<file path="src/rtl/alu_operand_stage_if.sv">
// Handshake and data bundle around the ALU operand/issue stage.
// The "master" modport is the side that sends issue requests and write-backs and receives operands.
// The "slave" modport is the operand stage itself.
interface alu_operand_stage_if #(
  parameter int DW   = 32,
  parameter int AW   = 5,
  parameter int IMMW = 16
);
  // Issue request side
  logic            in_valid;
  logic            in_ready;
  logic [2:0]      in_op;
  logic [AW-1:0]   in_rs;
  logic [AW-1:0]   in_rt;
  logic [AW-1:0]   in_rd;
  logic [IMMW-1:0] in_imm;
  logic            in_use_imm;

  // Operand side toward the ALU
  logic            alu_valid;
  logic            alu_ready;
  logic [DW-1:0]   alu_a;
  logic [DW-1:0]   alu_b;
  logic [2:0]      alu_op;
  logic [AW-1:0]   alu_rd;

  // Result write-back
  logic            wb_en;
  logic [AW-1:0]   wb_addr;
  logic [DW-1:0]   wb_data;

  modport master (
    output in_valid, in_op, in_rs, in_rt, in_rd, in_imm, in_use_imm,
    input  in_ready,
    input  alu_valid, alu_a, alu_b, alu_op, alu_rd,
    output alu_ready,
    output wb_en, wb_addr, wb_data
  );

  modport slave (
    input  in_valid, in_op, in_rs, in_rt, in_rd, in_imm, in_use_imm,
    output in_ready,
    output alu_valid, alu_a, alu_b, alu_op, alu_rd,
    input  alu_ready,
    input  wb_en, wb_addr, wb_data
  );
endinterface

</file>
<file path="src/rtl/alu_operand_stage.sv">
// Issue stage in front of the ALU: register file, operand read with write-back bypass,
// per-register pending scoreboard, and a registered {a, b, op, rd} output slot.
module alu_operand_stage #(
  parameter int DW   = 32,
  parameter int AW   = 5,
  parameter int IMMW = 16
) (
  input  logic                clk,
  input  logic                rst_n,
  alu_operand_stage_if.slave  bus,
  output logic                err_illegal,
  output logic [15:0]         issue_cnt
);
  localparam int NREG = 2 ** AW;

  localparam logic [2:0] OP_AND = 3'd0;
  localparam logic [2:0] OP_OR  = 3'd1;
  localparam logic [2:0] OP_ADD = 3'd2;
  localparam logic [2:0] OP_SUB = 3'd6;
  localparam logic [2:0] OP_SLT = 3'd7;

  localparam logic [AW-1:0] REG_ZERO = {AW{1'b0}};

  // Sign-extend the immediate to the operand width.
  function automatic logic [DW-1:0] sext(input logic [IMMW-1:0] imm);
    return {{(DW-IMMW){imm[IMMW-1]}}, imm};
  endfunction

  // Ops the ALU understands; anything else is consumed and flagged.
  function automatic logic op_legal(input logic [2:0] op);
    logic ok;
    case (op)
      OP_AND, OP_OR, OP_ADD, OP_SUB, OP_SLT: ok = 1'b1;
      default:                               ok = 1'b0;
    endcase
    return ok;
  endfunction

  logic [DW-1:0]   regs_r [NREG];
  logic [NREG-1:0] pending_r;
  logic [NREG-1:0] pending_next_s;

  logic            alu_valid_r;
  logic [DW-1:0]   alu_a_r;
  logic [DW-1:0]   alu_b_r;
  logic [2:0]      alu_op_r;
  logic [AW-1:0]   alu_rd_r;
  logic            err_illegal_r;
  logic [15:0]     issue_cnt_r;

  logic            rs_wb_hit_s;
  logic            rt_wb_hit_s;
  logic [DW-1:0]   rs_val_s;
  logic [DW-1:0]   rt_val_s;
  logic [DW-1:0]   b_val_s;
  logic            hazard_s;
  logic            in_ready_s;
  logic            accept_s;
  logic            issue_s;
  logic            illegal_s;

  // Write-back address match on each source (register 0 never bypasses).
  always_comb begin
    rs_wb_hit_s = bus.wb_en && (bus.wb_addr == bus.in_rs);
    rt_wb_hit_s = bus.wb_en && (bus.wb_addr == bus.in_rt);
  end

  // Operand read with same-cycle write-back forwarding.
  always_comb begin
    rs_val_s = regs_r[bus.in_rs];
    rt_val_s = regs_r[bus.in_rt];
    if (rs_wb_hit_s && (bus.in_rs != REG_ZERO)) begin
      rs_val_s = bus.wb_data;
    end else begin
      rs_val_s = regs_r[bus.in_rs];
    end
    if (rt_wb_hit_s && (bus.in_rt != REG_ZERO)) begin
      rt_val_s = bus.wb_data;
    end else begin
      rt_val_s = regs_r[bus.in_rt];
    end
    if (bus.in_use_imm) begin
      b_val_s = sext(bus.in_imm);
    end else begin
      b_val_s = rt_val_s;
    end
  end

  // Hazard detection and handshake: a write-back arriving this cycle resolves the stall.
  always_comb begin
    hazard_s   = (pending_r[bus.in_rs] && !rs_wb_hit_s) ||
                 (!bus.in_use_imm && pending_r[bus.in_rt] && !rt_wb_hit_s);
    in_ready_s = (!alu_valid_r || bus.alu_ready) && !hazard_s;
    accept_s   = bus.in_valid && in_ready_s;
    issue_s    = accept_s && op_legal(bus.in_op);
    illegal_s  = accept_s && !op_legal(bus.in_op);
  end

  // Next scoreboard: write-back clears, issue sets, and set wins on the same register.
  always_comb begin
    pending_next_s = pending_r;
    if (bus.wb_en) begin
      pending_next_s[bus.wb_addr] = 1'b0;
    end else begin
      pending_next_s = pending_r;
    end
    if (issue_s && (bus.in_rd != REG_ZERO)) begin
      pending_next_s[bus.in_rd] = 1'b1;
    end else begin
      pending_next_s[0] = 1'b0;
    end
  end

  // Register file write; register 0 stays hard-wired to zero.
  always_ff @(posedge clk or negedge rst_n) begin
    if (!rst_n) begin
      for (int i = 0; i < NREG; i++) begin
        regs_r[i] <= {DW{1'b0}};
      end
    end else if (bus.wb_en && (bus.wb_addr != REG_ZERO)) begin
      regs_r[bus.wb_addr] <= bus.wb_data;
    end
  end

  // Pending scoreboard register.
  always_ff @(posedge clk or negedge rst_n) begin
    if (!rst_n) begin
      pending_r <= {NREG{1'b0}};
    end else begin
      pending_r <= pending_next_s;
    end
  end

  // Output slot toward the ALU: load on issue, drain when consumed, hold while stalled.
  always_ff @(posedge clk or negedge rst_n) begin
    if (!rst_n) begin
      alu_valid_r <= 1'b0;
      alu_a_r     <= {DW{1'b0}};
      alu_b_r     <= {DW{1'b0}};
      alu_op_r    <= 3'd0;
      alu_rd_r    <= {AW{1'b0}};
    end else if (issue_s) begin
      alu_valid_r <= 1'b1;
      alu_a_r     <= rs_val_s;
      alu_b_r     <= b_val_s;
      alu_op_r    <= bus.in_op;
      alu_rd_r    <= bus.in_rd;
    end else if (bus.alu_ready) begin
      alu_valid_r <= 1'b0;
    end
  end

  // Sticky illegal-op flag and wrapping issue counter.
  always_ff @(posedge clk or negedge rst_n) begin
    if (!rst_n) begin
      err_illegal_r <= 1'b0;
      issue_cnt_r   <= 16'd0;
    end else begin
      if (illegal_s) begin
        err_illegal_r <= 1'b1;
      end
      if (issue_s) begin
        issue_cnt_r <= issue_cnt_r + 16'd1;
      end
    end
  end

  assign bus.in_ready  = in_ready_s;
  assign bus.alu_valid = alu_valid_r;
  assign bus.alu_a     = alu_a_r;
  assign bus.alu_b     = alu_b_r;
  assign bus.alu_op    = alu_op_r;
  assign bus.alu_rd    = alu_rd_r;
  assign err_illegal   = err_illegal_r;
  assign issue_cnt     = issue_cnt_r;
endmodule

</file>
<file path="src/flat_wrapper.sv">
// flat-port wrapper written by rule: the top's interface ports become plain ports
module alu_operand_stage_flat 
#(
  parameter int DW   = 32,
  parameter int AW   = 5,
  parameter int IMMW = 16
)
  (clk, rst_n, err_illegal, issue_cnt, bus_in_valid, bus_in_op, bus_in_rs, bus_in_rt, bus_in_rd, bus_in_imm, bus_in_use_imm, bus_in_ready, bus_alu_valid, bus_alu_a, bus_alu_b, bus_alu_op, bus_alu_rd, bus_alu_ready, bus_wb_en, bus_wb_addr, bus_wb_data);
  alu_operand_stage_if #(.DW(DW), .AW(AW), .IMMW(IMMW)) bus_i ();
  input  logic clk;
  input  logic rst_n;
  output logic err_illegal;
  output logic [15:0] issue_cnt;
  input wire logic [$bits(bus_i.in_valid)-1:0] bus_in_valid;
  input wire logic [$bits(bus_i.in_op)-1:0] bus_in_op;
  input wire logic [$bits(bus_i.in_rs)-1:0] bus_in_rs;
  input wire logic [$bits(bus_i.in_rt)-1:0] bus_in_rt;
  input wire logic [$bits(bus_i.in_rd)-1:0] bus_in_rd;
  input wire logic [$bits(bus_i.in_imm)-1:0] bus_in_imm;
  input wire logic [$bits(bus_i.in_use_imm)-1:0] bus_in_use_imm;
  output wire logic [$bits(bus_i.in_ready)-1:0] bus_in_ready;
  output wire logic [$bits(bus_i.alu_valid)-1:0] bus_alu_valid;
  output wire logic [$bits(bus_i.alu_a)-1:0] bus_alu_a;
  output wire logic [$bits(bus_i.alu_b)-1:0] bus_alu_b;
  output wire logic [$bits(bus_i.alu_op)-1:0] bus_alu_op;
  output wire logic [$bits(bus_i.alu_rd)-1:0] bus_alu_rd;
  input wire logic [$bits(bus_i.alu_ready)-1:0] bus_alu_ready;
  input wire logic [$bits(bus_i.wb_en)-1:0] bus_wb_en;
  input wire logic [$bits(bus_i.wb_addr)-1:0] bus_wb_addr;
  input wire logic [$bits(bus_i.wb_data)-1:0] bus_wb_data;
  assign bus_i.in_valid = bus_in_valid;
  assign bus_i.in_op = bus_in_op;
  assign bus_i.in_rs = bus_in_rs;
  assign bus_i.in_rt = bus_in_rt;
  assign bus_i.in_rd = bus_in_rd;
  assign bus_i.in_imm = bus_in_imm;
  assign bus_i.in_use_imm = bus_in_use_imm;
  assign bus_in_ready = bus_i.in_ready;
  assign bus_alu_valid = bus_i.alu_valid;
  assign bus_alu_a = bus_i.alu_a;
  assign bus_alu_b = bus_i.alu_b;
  assign bus_alu_op = bus_i.alu_op;
  assign bus_alu_rd = bus_i.alu_rd;
  assign bus_i.alu_ready = bus_alu_ready;
  assign bus_i.wb_en = bus_wb_en;
  assign bus_i.wb_addr = bus_wb_addr;
  assign bus_i.wb_data = bus_wb_data;
  alu_operand_stage #(.DW(DW), .AW(AW), .IMMW(IMMW)) u_core (.clk(clk), .rst_n(rst_n), .bus(bus_i), .err_illegal(err_illegal), .issue_cnt(issue_cnt));
endmodule
</file>
<file path="config.mk">
export PLATFORM = sky130hd
export DESIGN_NAME = alu_operand_stage_flat
export DESIGN_NICKNAME = d
export VERILOG_FILES = /design/src/rtl/alu_operand_stage_if.sv /design/src/rtl/alu_operand_stage.sv /design/src/flat_wrapper.sv
export SDC_FILE = /design/constraint.sdc
export NUM_CORES = 2
export LEC_CHECK = 0
export CAP_MARGIN = 20
export CORE_MARGIN = 8
export CORE_UTILIZATION = 40
export DETAILED_ROUTE_END_ITERATION = 6
export HOLD_SLACK_MARGIN = 0.05
export PLACE_DENSITY = 0.66
export SYNTH_ARGS = -nofsm -noshare
export SYNTH_HDL_FRONTEND = slang
export SYNTH_SLANG_ARGS = --single-unit
</file>
<file path="constraint.sdc">
create_clock -name clk -period 4.85 [get_ports clk]
set_clock_uncertainty 0.15 [all_clocks]
set_input_delay 1.2125 -clock clk [delete_from_list [all_inputs] [get_ports clk]]
set_output_delay 1.2125 -clock clk [all_outputs]
set_load 0.01 [all_outputs]
</file>
==> results.py <==
metrics = {
    "outcome": {
        "status": "finished clean",
    },
    "synth": {
        "synth-edff-count": 0,
        "synth_top_area_share": 0.474,
        "syn_inst": 4276,
        "syn_avg_cell_area_sq_um": 14.1,
        "yosysWarnings": 0,
        "synth.distinct_cells": 61,
        "synth_common_cells": "dfrtp_1, mux2_2, mux4_2, clkbuf_1, mux2i_1",
        "synth-seq-cells": 1146,
        "syn_area_sq_mm": 0.0605,
        "synthFlopType": "dfrtp_1",
        "yosysMostFrequentCell": "dfrtp_1",
        "seq_area_frac_synth": 0.474,
        "ys_async_sr_fraction": 1.00,
        "synth_area_leaders": "dfrtp_1, mux2_2, mux4_2",
        "synth.net_count": 4354,
        "synth_area_leader_cell": "dfrtp_1",
    },
    "final_layout": {
        "final_util": 0.463,
        "fin_area_sq_mm": 0.0694,
        "nFillCells": 13300,
        "nets": 4388,
        "drive_above_1_share": 0.445,
        "stdcell_count": 6433,
        "synthToLayoutAreaGrowth_pct": 14.8,
    },
    "grt": {
        "overflow": 0,
        "met1_usage": 0.334,
        "grt_max_degree": 118,
        "grt_use_met2": 0.357,
        "antenna_found_initial": 10,
        "grt_pass1_wl_um": 290000,
        "grt_use_total": 0.237,
        "grt_pass1_vias": 40800,
        "use_met3": 0.0591,
        "busiest_layer": "met2",
    },
    "placed_design": {
        "place.gp.congestion": 0.873,
        "port_buffers": 167,
        "hpwl_um": 111000,
        "dpl_cell_area_sq_mm": 0.0650,
        "dp.cells": 6193,
    },
    "die": {
        "fp.dieW_um": 405,
        "core_area_sq_mm": 0.150,
        "start_util": 0.403,
        "fp.dieH_um": 405,
        "placementRows": 142,
        "io_pins": 168,
        "dieArea_sq_mm": 0.164,
    },
    "timing": {
        "fin_tns_setup_ns": 0,
        "rsz0062_at_grt": "no",
        "hold_violations": 0,
        "setup_viol": 0,
        "slew_headroom": 0.255,
        "finalCriticalPeriod_ns": 4.81,
        "holdWs_ns": 0.249,
        "fmax_ghz": 0.208,
        "max_slew.worst_pin.slew_ns": 1.11,
        "drv_slew": 0,
        "post-route-period-util": 0.992,
    },
    "setup_path": {
        "reg2reg_from": "u_core.pending_r[17]",
        "path_class": "primary input to primary output",
        "ff2ff_setup_slack_ns": 1.69,
        "path_max_fanout": 4,
        "ff2ff_path_depth": 8,
        "r2r_end": "u_core.pending_r[8]",
        "required_ns": 3.49,
        "arrival_ns": 3.45,
        "critPathLaunchType": "primary input",
        "worstSetupEndpointType": "primary output",
    },
    "power_and_ir_drop": {
        "p_seq_frac": 0.449,
        "p_leak_nw": 29.6,
        "pwr-share-clk": 0.333,
        "peakVddDrop_mv": 0.307,
        "p_sw_w": 0.00797,
        "internal_power_w": 0.0206,
        "power_density_mw_per_mm2": 412,
        "comb_power_share": 0.217,
        "netSwitchingFraction": 0.278,
    },
    "hold_path": {
        "hp-start": "u_core.regs_r[1003]",
        "holdPathStages": 0,
        "hold_end": "u_core.regs_r[1003]",
        "hold_class": "flop to flop",
    },
    "cts": {
        "ctsHoldBuffers": 0,
        "cts_sinks": 1146,
        "numCtsBuffers": 118,
        "ctsRootBufferMaster": "clkbuf_16",
        "htreeDepth": 3,
        "cts_tree": "yes",
        "cts_buffer_depth": 3,
        "postCtsSetupRepairBufs": 1,
        "postCtsResizedCells": 0,
        "clk_latency_ns": 0.76,
        "clkTransAtPathRegs_ns": 0.06,
    },
    "drt": {
        "wl_per_cell_um": 30.8,
        "drt-total-wl_um": 198000,
        "firstDrtPassIters": 5,
        "routed_via_density": 6.33,
        "drc": 0,
        "ant_nets": 0,
        "first_iter_violations": 4850,
        "vias": 40700,
    },
    "job": {
        "drv_cap": 0,
    },
}
==> kinds of logic after synthesis <==
kind of cell,after synthesis,synth area share
compound gates,519,0.0600
xor+xnor,25,0.00399
fa+ha+maj,1,0.000207
buf+inv,483,0.0332
flops,1146,0.474
mux,1764,0.403
simple gates,338,0.0254
==> cells in the final DEF, fill, tap and decap left out, types with 13 or more instances in the layout <==
cell,instances
buf_4,156
clkbuf_8,32
mux2i_1,287
o21ai_0,130
dfrtp_1,1146
nor3_1,13
o221ai_1,37
mux4_2,430
a221oi_1,116
clkdlybuf4s50_1,156
clkinv_2,20
a22oi_1,33
o31ai_1,15
clkbuf_1,26
nor2_1,123
clkbuf_16,126
buf_12,47
o211ai_1,45
nand2_2,14
o22ai_1,18
a21oi_1,81
mux2_2,1047
nor2_4,17
nand2_1,92
==> layout make-up <==
cell class | instances | area [sq um] | area share
Sequential cell | 1146 | 28700 | 0.413
Inverter | 16 | 63.8 | 0.000919
Clock inverter | 41 | 522 | 0.00752
Antenna cell | 8 | 20.0 | 0.000288
Tap cell | 2016 | 2520 | 0.0363
Clock buffer | 178 | 3540 | 0.0510
Multi-Input combinational cell | 2647 | 30000 | 0.432
Timing Repair Buffer | 381 | 4080 | 0.0588
==> stage by stage <==
| step | worst slack [ns] | power (W) |
|---|---|---|
| 6_report | 0.0386 | 0.0286 |
| 5_1_grt | 0.00995 | 0.0298 |
| 4_1_cts | 0.0296 | 0.0287 |
| 3_5_place_dp | -0.0750 | 0.0192 |
| 3_3_place_gp | -0.0529 | 0.0189 |
| 2_1_floorplan | 0.756 | 0.0168 |
==> critical path, cell delays in order <==
cell and delay [ns]:
clkdlybuf4s50_1 0.45, nand2b_1 0.35, nand2_1 0.12, nor4_1 0.39, a222oi_1 0.20, nor2_1 0.17
clkdlybuf4s50_1 0.56
==> flip-flops by register name, indices dropped and copies added (netlist names) <==
signal                cells
u_core.err_illegal        1
u_core.pending_r         32
u_core.bus.alu_rd         5
u_core.issue_cnt         16
u_core.bus.alu_valid      1
u_core.regs_r          1024
u_core.bus.alu_op         3
u_core.bus.alu_b         32
u_core.bus.alu_a         32
==> power by group through the flow <==
stage / combinational (W) / sequential, W / clock, W
3_5_place_dp: 0.00619 / 0.0130 / 0
3_3_place_gp: 0.00605 / 0.0129 / 0
2_1_floorplan: 0.00420 / 0.0126 / 0
6_report: 0.00622 / 0.0129 / 0.00953
4_1_cts: 0.00622 / 0.0128 / 0.00970
5_1_grt: 0.00665 / 0.0131 / 0.0101
==> routing by layer <==
layer	up-vias	wire length, um	share of wire
li1	16500	-	-
met1	21900	82200	0.41
met2	1964	89300	0.45
met3	365	19600	0.099
met4	4	6990	0.035
met5	-	23	0.00012
==> worst max-delay path by stage <==
| stage | startpoint | end | slack [ns] |
|---|---|---|---|
| after floorplan | bus_in_rt[1] | bus_in_ready | 0.76 |
| after global placement | bus_alu_ready | bus_in_ready | -0.05 |
| after detailed placement | bus_alu_ready | bus_in_ready | -0.08 |
| after CTS | bus_alu_ready | bus_in_ready | 0.03 |
| after global routing | bus_alu_ready | bus_in_ready | 0.01 |
| final | bus_alu_ready | bus_in_ready | 0.04 |
Note: power is estimated with default switching activity, not from simulation.
